<file path="src/rtl/game_pkg.sv">
// Shared types and constants for the platformer game-flow controller.
package game_pkg;

  typedef enum logic [2:0] {
    TITLE    = 3'd0,
    BANNER   = 3'd1,
    PLAY     = 3'd2,
    PAUSE    = 3'd3,
    DYING    = 3'd4,
    GAMEOVER = 3'd5,
    WIN      = 3'd6
  } game_state_t;

  localparam logic [7:0] KEY_ENTER = 8'h28;
  localparam logic [7:0] KEY_P     = 8'h13;

  typedef struct packed {
    logic title;
    logic banner;
    logic play;
    logic paused;
    logic dying;
    logic game_over;
    logic win;
  } game_flags_t;

  function automatic game_flags_t flags_of(input game_state_t s);
    game_flags_t f;
    f           = '0;
    f.title     = (s == TITLE);
    f.banner    = (s == BANNER);
    f.play      = (s == PLAY);
    f.paused    = (s == PAUSE);
    f.dying     = (s == DYING);
    f.game_over = (s == GAMEOVER);
    f.win       = (s == WIN);
    return f;
  endfunction

endpackage

</file>
<file path="src/rtl/key_press_detect.sv">
// Registered one-cycle press pulse for a HID key seen in either keycode slot.
module key_press_detect
  import game_pkg::*;
#(
  parameter logic [7:0] KEY = KEY_ENTER
) (
  input  logic        Clk,
  input  logic        Reset,
  input  logic [15:0] keycode,
  output logic        press
);

  logic hit;
  logic hit_q;

  assign hit = (keycode[15:8] == KEY) | (keycode[7:0] == KEY);

  always_ff @(posedge Clk) begin
    if (Reset) begin
      hit_q <= 1'b0;
      press <= 1'b0;
    end else begin
      hit_q <= hit;
      press <= hit & ~hit_q;
    end
  end

endmodule

</file>
<file path="src/rtl/game_flow_sequencer.sv">
// Game-flow FSM: title, banner, play, pause, death/respawn, game-over and win.
module game_flow_sequencer
  import game_pkg::*;
#(
  parameter logic [7:0]  START_KEY      = KEY_ENTER,
  parameter logic [7:0]  PAUSE_KEY      = KEY_P,
  parameter int unsigned LIVES_INIT     = 3,
  parameter int unsigned LEVEL_TIME     = 400,
  parameter int unsigned FRAMES_PER_SEC = 60,
  parameter int unsigned BANNER_FRAMES  = 120,
  parameter int unsigned DEATH_FRAMES   = 90,
  parameter int unsigned END_X          = 980
) (
  input  logic        Clk,
  input  logic        Reset,
  input  logic        frame_tick,
  input  logic [15:0] keycode,
  input  logic [10:0] x_offset,
  input  logic        player_dead,
  output logic        title,
  output logic        banner,
  output logic        play,
  output logic        paused,
  output logic        dying,
  output logic        game_over,
  output logic        DJ,
  output logic        respawn,
  output logic [1:0]  lives,
  output logic [9:0]  time_left
);

  localparam int unsigned SEC_W = $clog2(FRAMES_PER_SEC + 1);

  game_state_t       state;
  game_flags_t       flags;
  logic [6:0]        frame_cnt;
  logic [SEC_W-1:0]  sec_cnt;
  logic              start_press;
  logic              pause_press;
  logic [9:0]        world_x;
  logic              unused_x_lsb;

  assign world_x      = x_offset[10:1];
  assign unused_x_lsb = x_offset[0];

  key_press_detect #(.KEY(START_KEY)) u_start (
    .Clk     (Clk),
    .Reset   (Reset),
    .keycode (keycode),
    .press   (start_press)
  );

  key_press_detect #(.KEY(PAUSE_KEY)) u_pause (
    .Clk     (Clk),
    .Reset   (Reset),
    .keycode (keycode),
    .press   (pause_press)
  );

  // Flags are updated alongside the state so every screen strobe is a register.
  task automatic go(input game_state_t s);
    state     <= s;
    flags     <= flags_of(s);
    frame_cnt <= '0;
    if (s == BANNER) sec_cnt <= '0;
  endtask

  always_ff @(posedge Clk) begin
    if (Reset) begin
      state     <= TITLE;
      flags     <= flags_of(TITLE);
      respawn   <= 1'b0;
      lives     <= '0;
      time_left <= '0;
      frame_cnt <= '0;
      sec_cnt   <= '0;
    end else begin
      respawn <= 1'b0;
      case (state)
        TITLE: begin
          if (start_press) begin
            lives     <= 2'(LIVES_INIT);
            time_left <= 10'(LEVEL_TIME);
            respawn   <= 1'b1;
            go(BANNER);
          end
        end
        BANNER: begin
          if (frame_tick) begin
            if (frame_cnt == 7'(BANNER_FRAMES - 1)) go(PLAY);
            else frame_cnt <= frame_cnt + 7'd1;
          end
        end
        PLAY: begin
          if (world_x >= 10'(END_X)) go(WIN);
          else if (player_dead || time_left == '0) go(DYING);
          else if (pause_press) go(PAUSE);
          else if (frame_tick) begin
            if (sec_cnt == SEC_W'(FRAMES_PER_SEC - 1)) begin
              sec_cnt <= '0;
              if (time_left != '0) time_left <= time_left - 10'd1;
            end else begin
              sec_cnt <= sec_cnt + SEC_W'(1);
            end
          end
        end
        PAUSE: begin
          if (pause_press) go(PLAY);
        end
        DYING: begin
          if (frame_tick) begin
            if (frame_cnt == 7'(DEATH_FRAMES - 1)) begin
              if (lives == 2'd1) begin
                lives <= '0;
                go(GAMEOVER);
              end else begin
                lives     <= lives - 2'd1;
                time_left <= 10'(LEVEL_TIME);
                respawn   <= 1'b1;
                go(BANNER);
              end
            end else begin
              frame_cnt <= frame_cnt + 7'd1;
            end
          end
        end
        GAMEOVER, WIN: begin
          if (start_press) go(TITLE);
        end
        default: go(TITLE);
      endcase
    end
  end

  assign title     = flags.title;
  assign banner    = flags.banner;
  assign play      = flags.play;
  assign paused    = flags.paused;
  assign dying     = flags.dying;
  assign game_over = flags.game_over;
  assign DJ        = flags.win;

endmodule
</file>
<file path="config.mk">
export PLATFORM = sky130hd
export DESIGN_NAME = game_flow_sequencer
export DESIGN_NICKNAME = d
export VERILOG_FILES = /design/src/rtl/game_pkg.sv /design/src/rtl/key_press_detect.sv /design/src/rtl/game_flow_sequencer.sv
export SDC_FILE = /design/constraint.sdc
export NUM_CORES = 1
export LEC_CHECK = 0
export CAP_MARGIN = 0
export CORE_MARGIN = 5
export CORE_UTILIZATION = 51
export CTS_CLUSTER_DIAMETER = 50
export DETAILED_ROUTE_END_ITERATION = 7
export HOLD_SLACK_MARGIN = 0.1
export PLACE_DENSITY = 0.8
export SLEW_MARGIN = 25
export SYNTH_ARGS = -nofsm -noshare
export SYNTH_HDL_FRONTEND = slang
export SYNTH_HIERARCHICAL = 1
export SYNTH_SLANG_ARGS = --single-unit
</file>
<file path="constraint.sdc">
create_clock -name Clk -period 2.56 [get_ports Clk]
set_input_delay 0.512 -clock Clk [delete_from_list [all_inputs] [get_ports Clk]]
set_output_delay 0.512 -clock Clk [all_outputs]
set_load 0.02 [all_outputs]
</file>
==> results of run 1 <==
-- cells in the mapped netlist, drive strengths merged (4+ instances only) --
library cell	count
ha	5
nand3	8
nand2b	6
clkbuf	4
o31ai	7
a21oi	15
nand4	11
nor2	18
nor3	11
nor3b	4
buf	7
o21ai	14
dfxtp	40
nor4b	5
a311oi	6
a31oi	6
a211oi	4
nand2	19
a211o	4
inv	7
nor2b	10
-- state kept, by name, summed over array words and instances, names as in the netlist, 2 cells and up --
signal and count:
sec_cnt 6, lives 2, time_left 10, state 3
frame_cnt 7
-- final cells by class --
class | instances | share of cell area
Timing Repair Buffer | 59 | 0.181
Clock inverter | 3 | 0.0138
Multi-Input combinational cell | 211 | 0.494
Inverter | 7 | 0.00850
Clock buffer | 5 | 0.0222
Sequential cell | 40 | 0.259
Tap cell | 54 | 0.0218
-- per-layer routing --
layer  wire length [um]  global-route usage
met5                  0                   0
met4                 53              0.0636
met3                307              0.0385
met2               2910               0.355
met1               2610               0.224
-- layout by cell type, fill, tap and decap left out, drive strengths merged, types with 4 or more instances in the layout --
cell,synthesis,routed
nand2b,6,6
dfxtp,40,40
nor4b,5,5
a211o,4,4
nand2,19,19
inv,7,7
a311oi,6,6
o21ai,14,14
o31ai,7,7
nor2b,10,10
clkdlybuf4s50,0,47
nand4,11,11
ha,5,5
buf,7,12
nand3,8,8
clkbuf,4,5
nor3,11,11
a21oi,15,15
nor3b,4,4
nor2,18,18
a211oi,4,4
a31oi,6,6
-- power by group --
group | total, W | switching (W) | internal, W | leakage (nW)
Combinational | 0.000586 | 0.000323 | 0.000263 | 0.683
Clock | 0.000510 | 0.000222 | 0.000288 | 0.0541
Sequential | 0.000732 | 0.0000726 | 0.000660 | 0.322
-- worst reg2reg max path, stage by stage (launching register included) --
cell	delay, ns
dfxtp_1	0.35
inv_1	0.08
ha_1	0.19
nor3b_2	0.43
a31oi_2	0.26
a31oi_2	0.25
a21oi_1	0.10
buf_4	0.16
a211o_1	0.28
-- per-stage QoR --
step / hold slack (ns) / area [um^2] / power, W
after floorplan: 0.385 / 2420 / 0.00114
after global placement: 0.399 / 2980 / 0.00132
after detailed placement: 0.399 / 2980 / 0.00133
after CTS: 0.408 / 3090 / 0.00184
after global routing: 0.428 / 3090 / 0.00193
final: 0.408 / 3090 / 0.00183
-- kinds of logic after synthesis --
| logic type | count (synthesis) | share of synthesized area |
|---|---|---|
| buffers and inverters | 18 | 0.0388 |
| XOR/XNOR | 2 | 0.00724 |
| AND/OR/NAND/NOR | 107 | 0.279 |
| AO/OA/AOI/OAI | 92 | 0.297 |
| adder cells (fa/ha/maj) | 5 | 0.0258 |
| multiplexers | 5 | 0.0222 |
| flip-flops | 40 | 0.331 |
-- worst max-delay path by stage --
| stage | start | to | slack, ns |
|---|---|---|---|
| floorplan | time_left[0]$_SDFFE_PP0P_ | play$_SDFFE_PP0P_ | 0.50 |
| global placement | frame_tick | sec_cnt[2]$_SDFFE_PP0P_ | 0.19 |
| detailed placement | x_offset[7] | banner$_SDFFE_PP0P_ | 0.15 |
| CTS | time_left[0]$_SDFFE_PP0P_ | banner$_SDFFE_PP0P_ | 0.35 |
| global route | time_left[0]$_SDFFE_PP0P_ | sec_cnt[5]$_SDFFE_PP0P_ | 0.15 |
| finish | time_left[0]$_SDFFE_PP0P_ | frame_cnt[3]$_SDFFE_PP0P_ | 0.34 |
==> results.md, run 1 <==
- Outcome: finished, final reports clean
- Area taken by multi-input logic gates: 1530 um^2
- R2r endpoint: frame_cnt[3]$_SDFFE_PP0P_
- Yosys warning total: 6
- Final WS setup: 0.340 ns
- Maximum number of pins on one net before global-route repair: 25
- Cells after DPL: 371
- CP arrival: 2.40 ns
- Via Count: 2,343
- Hold Crit Start: u_pause/hit_q$_SDFF_PP0_
- Peak supply drop: 0.363 mV
- Avg Cell Area, Syn: 9.00 um^2
- Storage cell area: 801 um^2
- Hold path endpoint: u_pause/press$_SDFF_PP0_
- Reg2reg path depth: 8
- Clock Sinks: 40
- Htree depth: 2
- Chip height: 78.9 um
- Skew final: 0.00563 ns
- Slew Viols, Final: 0
- CP max stage delay: 0.43 ns
- Post-Route WL: 5880 um
- R2R Setup Slk: 0.34 ns
- First-pass GRT wire length: 9890 um
- CP Max Fanout: 7
- # port buffers: 47
- Clk root buf: clkbuf_8
- Crit. path cell count: 8
- Filler cells: 396
- Power per cell area: 591 nW/um^2
- Sequential area share after synthesis: 0.331
- Area delta synth->final: 27.8%
- Max-cap violations: 0
- Full die area: 6230 um^2
- WL/cell: 15.5 um
- Synth area leaders: dfxtp_1 (33%), a21oi_1 (2.9%), nand4_1 (2.8%)
- Ys flop type: dfxtp_1
- Post-Place Setup Slack: 0.152 ns
- Number of global-route vias before repair: 2,285
- Ant. Diodes: 0
- Synthesized Nets: 305
- Fmax: 451 MHz
- Clk buf depth: 2
- CP Class: reg2reg
- FF+latch count, synth: 40
- Final Core Density: 0.664
- Yosys top cell area share: 0.331
- Post-CTS setup buffer count: 0
- Type of the worst min-delay path: reg2reg
- Synth Instances: 269
- Startpoint types: flop
- Critical R2R Launch: time_left[0]$_SDFFE_PP0P_
- Hold-fix buffers, CTS: 0
- Num rows: 25
- Yosys top cell by area: dfxtp_1
- EDFF count, synth: 0
- Post-DP HPWL: 4400 um
- Initial Util: 0.519
- RSZ-0062 raised after global routing: false
- CTS tree: done
- Final Cycle Share: 0.867
- Setup Viol. Count Final: 0
- Post-synthesis cell type count: 71
- CP cell instances: inv_1, ha_1, nor3b_2, a31oi_2, a31oi_2, a21oi_1, buf_4, a211o_1
- Post-synthesis async set-or-reset flop share: 0
- Layout cell share with drive strength beyond 1: 0.148
- Crit. End Element: flop
- # nets final: 360
- Post-layout minimum cycle time: 2.22 ns
- Avg Vias per Cell: 6.18
- Total congestion overflow: 0
- Die width: 78.9 um
- Setup_tns: 0 ns
- Boundary Pins: 51
- Drt pass-1 iters: 4
- Cell Count, Final, Fillers Out: 379
- Mapped cell area: 2420 um^2
- Routed Antenna Nets: 0
- Total CTS buffers: 5
- Most frequent CP cell: a31oi_2
- Static leakage: 1.06 nW
- Clk_lat worst skew: 0.29 ns
- Gr usage total: 0.194
- GPL Wtd Cong: 0.834
- Hold Fails Final Rpt: 0
- Critical-path top delay cell: nor3b_2
- Post-cts repair resize count: 0
- Worst hold stages: 1
- CTS clk-pin slew, worst paths: 0.08 ns
- DRC viols: 0
- Worst Path Required: 2.74 ns
- Initial antenna violation count: 0
- Violation count after the first detailed-routing iteration: 152
- Delay-heaviest family, CP: compound AO/OA/AOI/OAI gates
- Placeable core area: 4660 um^2
- Relative slew slack: 0.586
- CP Buf/Inv Count: 2
- Worst-Margin Slew: 0.621 ns
Note: power is estimated with default switching activity, not from simulation.
==> inputs of run 2 (changes only) <==
--- a/config.mk
+++ b/config.mk
@@ -11,7 +11,8 @@
 export CTS_CLUSTER_DIAMETER = 50
 export DETAILED_ROUTE_END_ITERATION = 7
 export HOLD_SLACK_MARGIN = 0.1
-export PLACE_DENSITY = 0.8
+export PLACE_DENSITY_LB_ADDON = 0.05
+export RECOVER_POWER = 50
 export SLEW_MARGIN = 25
 export SYNTH_ARGS = -nofsm -noshare
 export SYNTH_HDL_FRONTEND = slang
==> run 2 against run 1 <==
  * Non-clock buffer count is 2 lower
  * Via count down 0.73%
  * Sequential share of layout area increased by 0.23 points
  * Largest cell class unchanged
==> results.md, run 2 (synthesis results as in run 1) <==
- CP cell instances: dlygate4sd3_1, nand2_1, nor3_1, o32ai_2, o311a_1, o21bai_1
- Type of the worst min-delay path: reg2reg
- Die width: 78.9 um
- Number of global-route vias before repair: 2,212
- Chip height: 78.9 um
- Outcome: finished, final reports clean
- Post-cts repair resize count: 0
- Relative slew slack: 0.542
- DRT met1 WL: 2630 um
- Clk_lat worst skew: 0.30 ns
- Gr usage total: 0.203
- WL/cell: 15.8 um
- Slew Viols, Final: 0
- Fmax: 426 MHz
- Area delta synth->final: 26.6%
- Peak supply drop: 0.309 mV
- Routed wire length on met3: 233 um
- Max-cap violations: 0
- Largest register FFs: 10
- Critical R2R Launch: state[1]$_SDFFE_PP0P_
- Clock Sinks: 40
- Final Cycle Share: 0.917
- Power per cell area: 603 nW/um^2
- CP arrival: 2.54 ns
- Post-layout minimum cycle time: 2.35 ns
- Final Core Density: 0.658
- Htree depth: 2
- Placeable core area: 4660 um^2
- Total CTS buffers: 5
- DRC viols: 0
- Worst Path Required: 2.76 ns
- Reg2reg path depth: 5
- Skew final: 0.00645 ns
- Total congestion overflow: 0
- Startpoint types: primary input
- Violation count after the first detailed-routing iteration: 102
- Avg Vias per Cell: 6.17
- Setup Viol. Count Final: 0
- CP Class: in2reg
- Drt pass-1 iters: 4
- Top reg by flops: time_left
- CP Max Fanout: 8
- R2R Setup Slk: 0.28 ns
- Post-Route WL: 5970 um
- Hold Crit Start: u_pause/hit_q$_SDFF_PP0_
- Hold-fix buffers, CTS: 0
- Critical-path top delay cell: dlygate4sd3_1
- Setup_tns: 0 ns
- RSZ-0062 raised after global routing: false
- # nets final: 358
- Static leakage: 1.12 nW
- Clk buf depth: 2
- Boundary Pins: 51
- Maximum number of pins on one net before global-route repair: 20
- Routed Antenna Nets: 0
- Max Used Layer: met4
- CTS clk-pin slew, worst paths: 0.08 ns
- Commonest non-fill, non-tap cell in the layout: dfxtp_1
- GPL Wtd Cong: 0.818
- CTS tree: done
- # port buffers: 47
- Via Count: 2,326
- Setup crit end: sec_cnt[2]$_SDFFE_PP0P_
- Ant. Diodes: 0
- Initial Util: 0.519
- Critical Path Source: frame_tick
- First-pass GRT wire length: 10,200 um
- Worst-Margin Slew: 0.687 ns
- Hold Fails Final Rpt: 0
- Num rows: 25
- Post-CTS setup buffer count: 0
- CP max stage delay: 0.61 ns
- Full die area: 6230 um^2
- Crit. End Element: flop
- Post-DP HPWL: 4410 um
- Layout cell share with drive strength beyond 1: 0.124
- Clk root buf: clkbuf_8
- Biggest regs: time_left: 10 flops, frame_cnt: 7 flops, sec_cnt: 6 flops
- R2r endpoint: time_left[3]$_SDFFE_PP0P_
- Most frequent cells in the layout: dfxtp_1 (40), clkdlybuf4s50_1 (25), dlygate4sd3_1 (22)
- Met2 wire length: 3010 um
- Initial antenna violation count: 0
==> run 2: area by class of cell <==
type | instances | area, um^2
repair buffers | 57 | 546
flip-flops and latches | 40 | 801
inverters | 7 | 26.3
multi-input cells | 211 | 1500
clock buffers | 6 | 82.6
fillers | 419 | 1600
clock inverters | 2 | 38.8
well taps | 54 | 67.6
==> run 2: worst min-delay path by stage <==
stage	endpoint	slack, ns	depth (start not counted)
finish	u_pause/press$_SDFF_PP0_	0.39	1
global route	u_start/press$_SDFF_PP0_	0.40	1
CTS	u_pause/press$_SDFF_PP0_	0.41	1
detailed placement	u_start/press$_SDFF_PP0_	0.40	1
global placement	u_start/press$_SDFF_PP0_	0.40	1
floorplan	u_pause/press$_SDFF_PP0_	0.39	1
==> run 2: power by group <==
group / switching, W / internal, W
clock network: 0.000229 / 0.000319
registers: 0.0000720 / 0.000660
logic: 0.000325 / 0.000242
==> run 2: routing by layer <==
layer,track usage,up-vias
met5,0,-
met4,0.0739,0
met3,0.0408,10
met2,0.368,48
met1,0.236,1112
li1,-,1156
==> run 2: stage by stage <==
stage	setup WS, ns	std cells	total power [W]	hold slack, ns	cell area [um^2]
after floorplan	0.498	269	0.00114	0.385	2420
after global placement	0.137	369	0.00132	0.397	2970
after detailed placement	0.106	369	0.00133	0.397	2970
after CTS	0.326	377	0.00188	0.411	3090
after global routing	0.0831	377	0.00195	0.399	3070
final	0.212	377	0.00185	0.394	3070
==> run 2: worst max-delay path, delay by kind of cell <==
kind,cells,cell delay [ns]
AO/OA/AOI/OAI,3,0.86
buffers and inverters,1,0.61
AND/OR/NAND/NOR,2,0.55
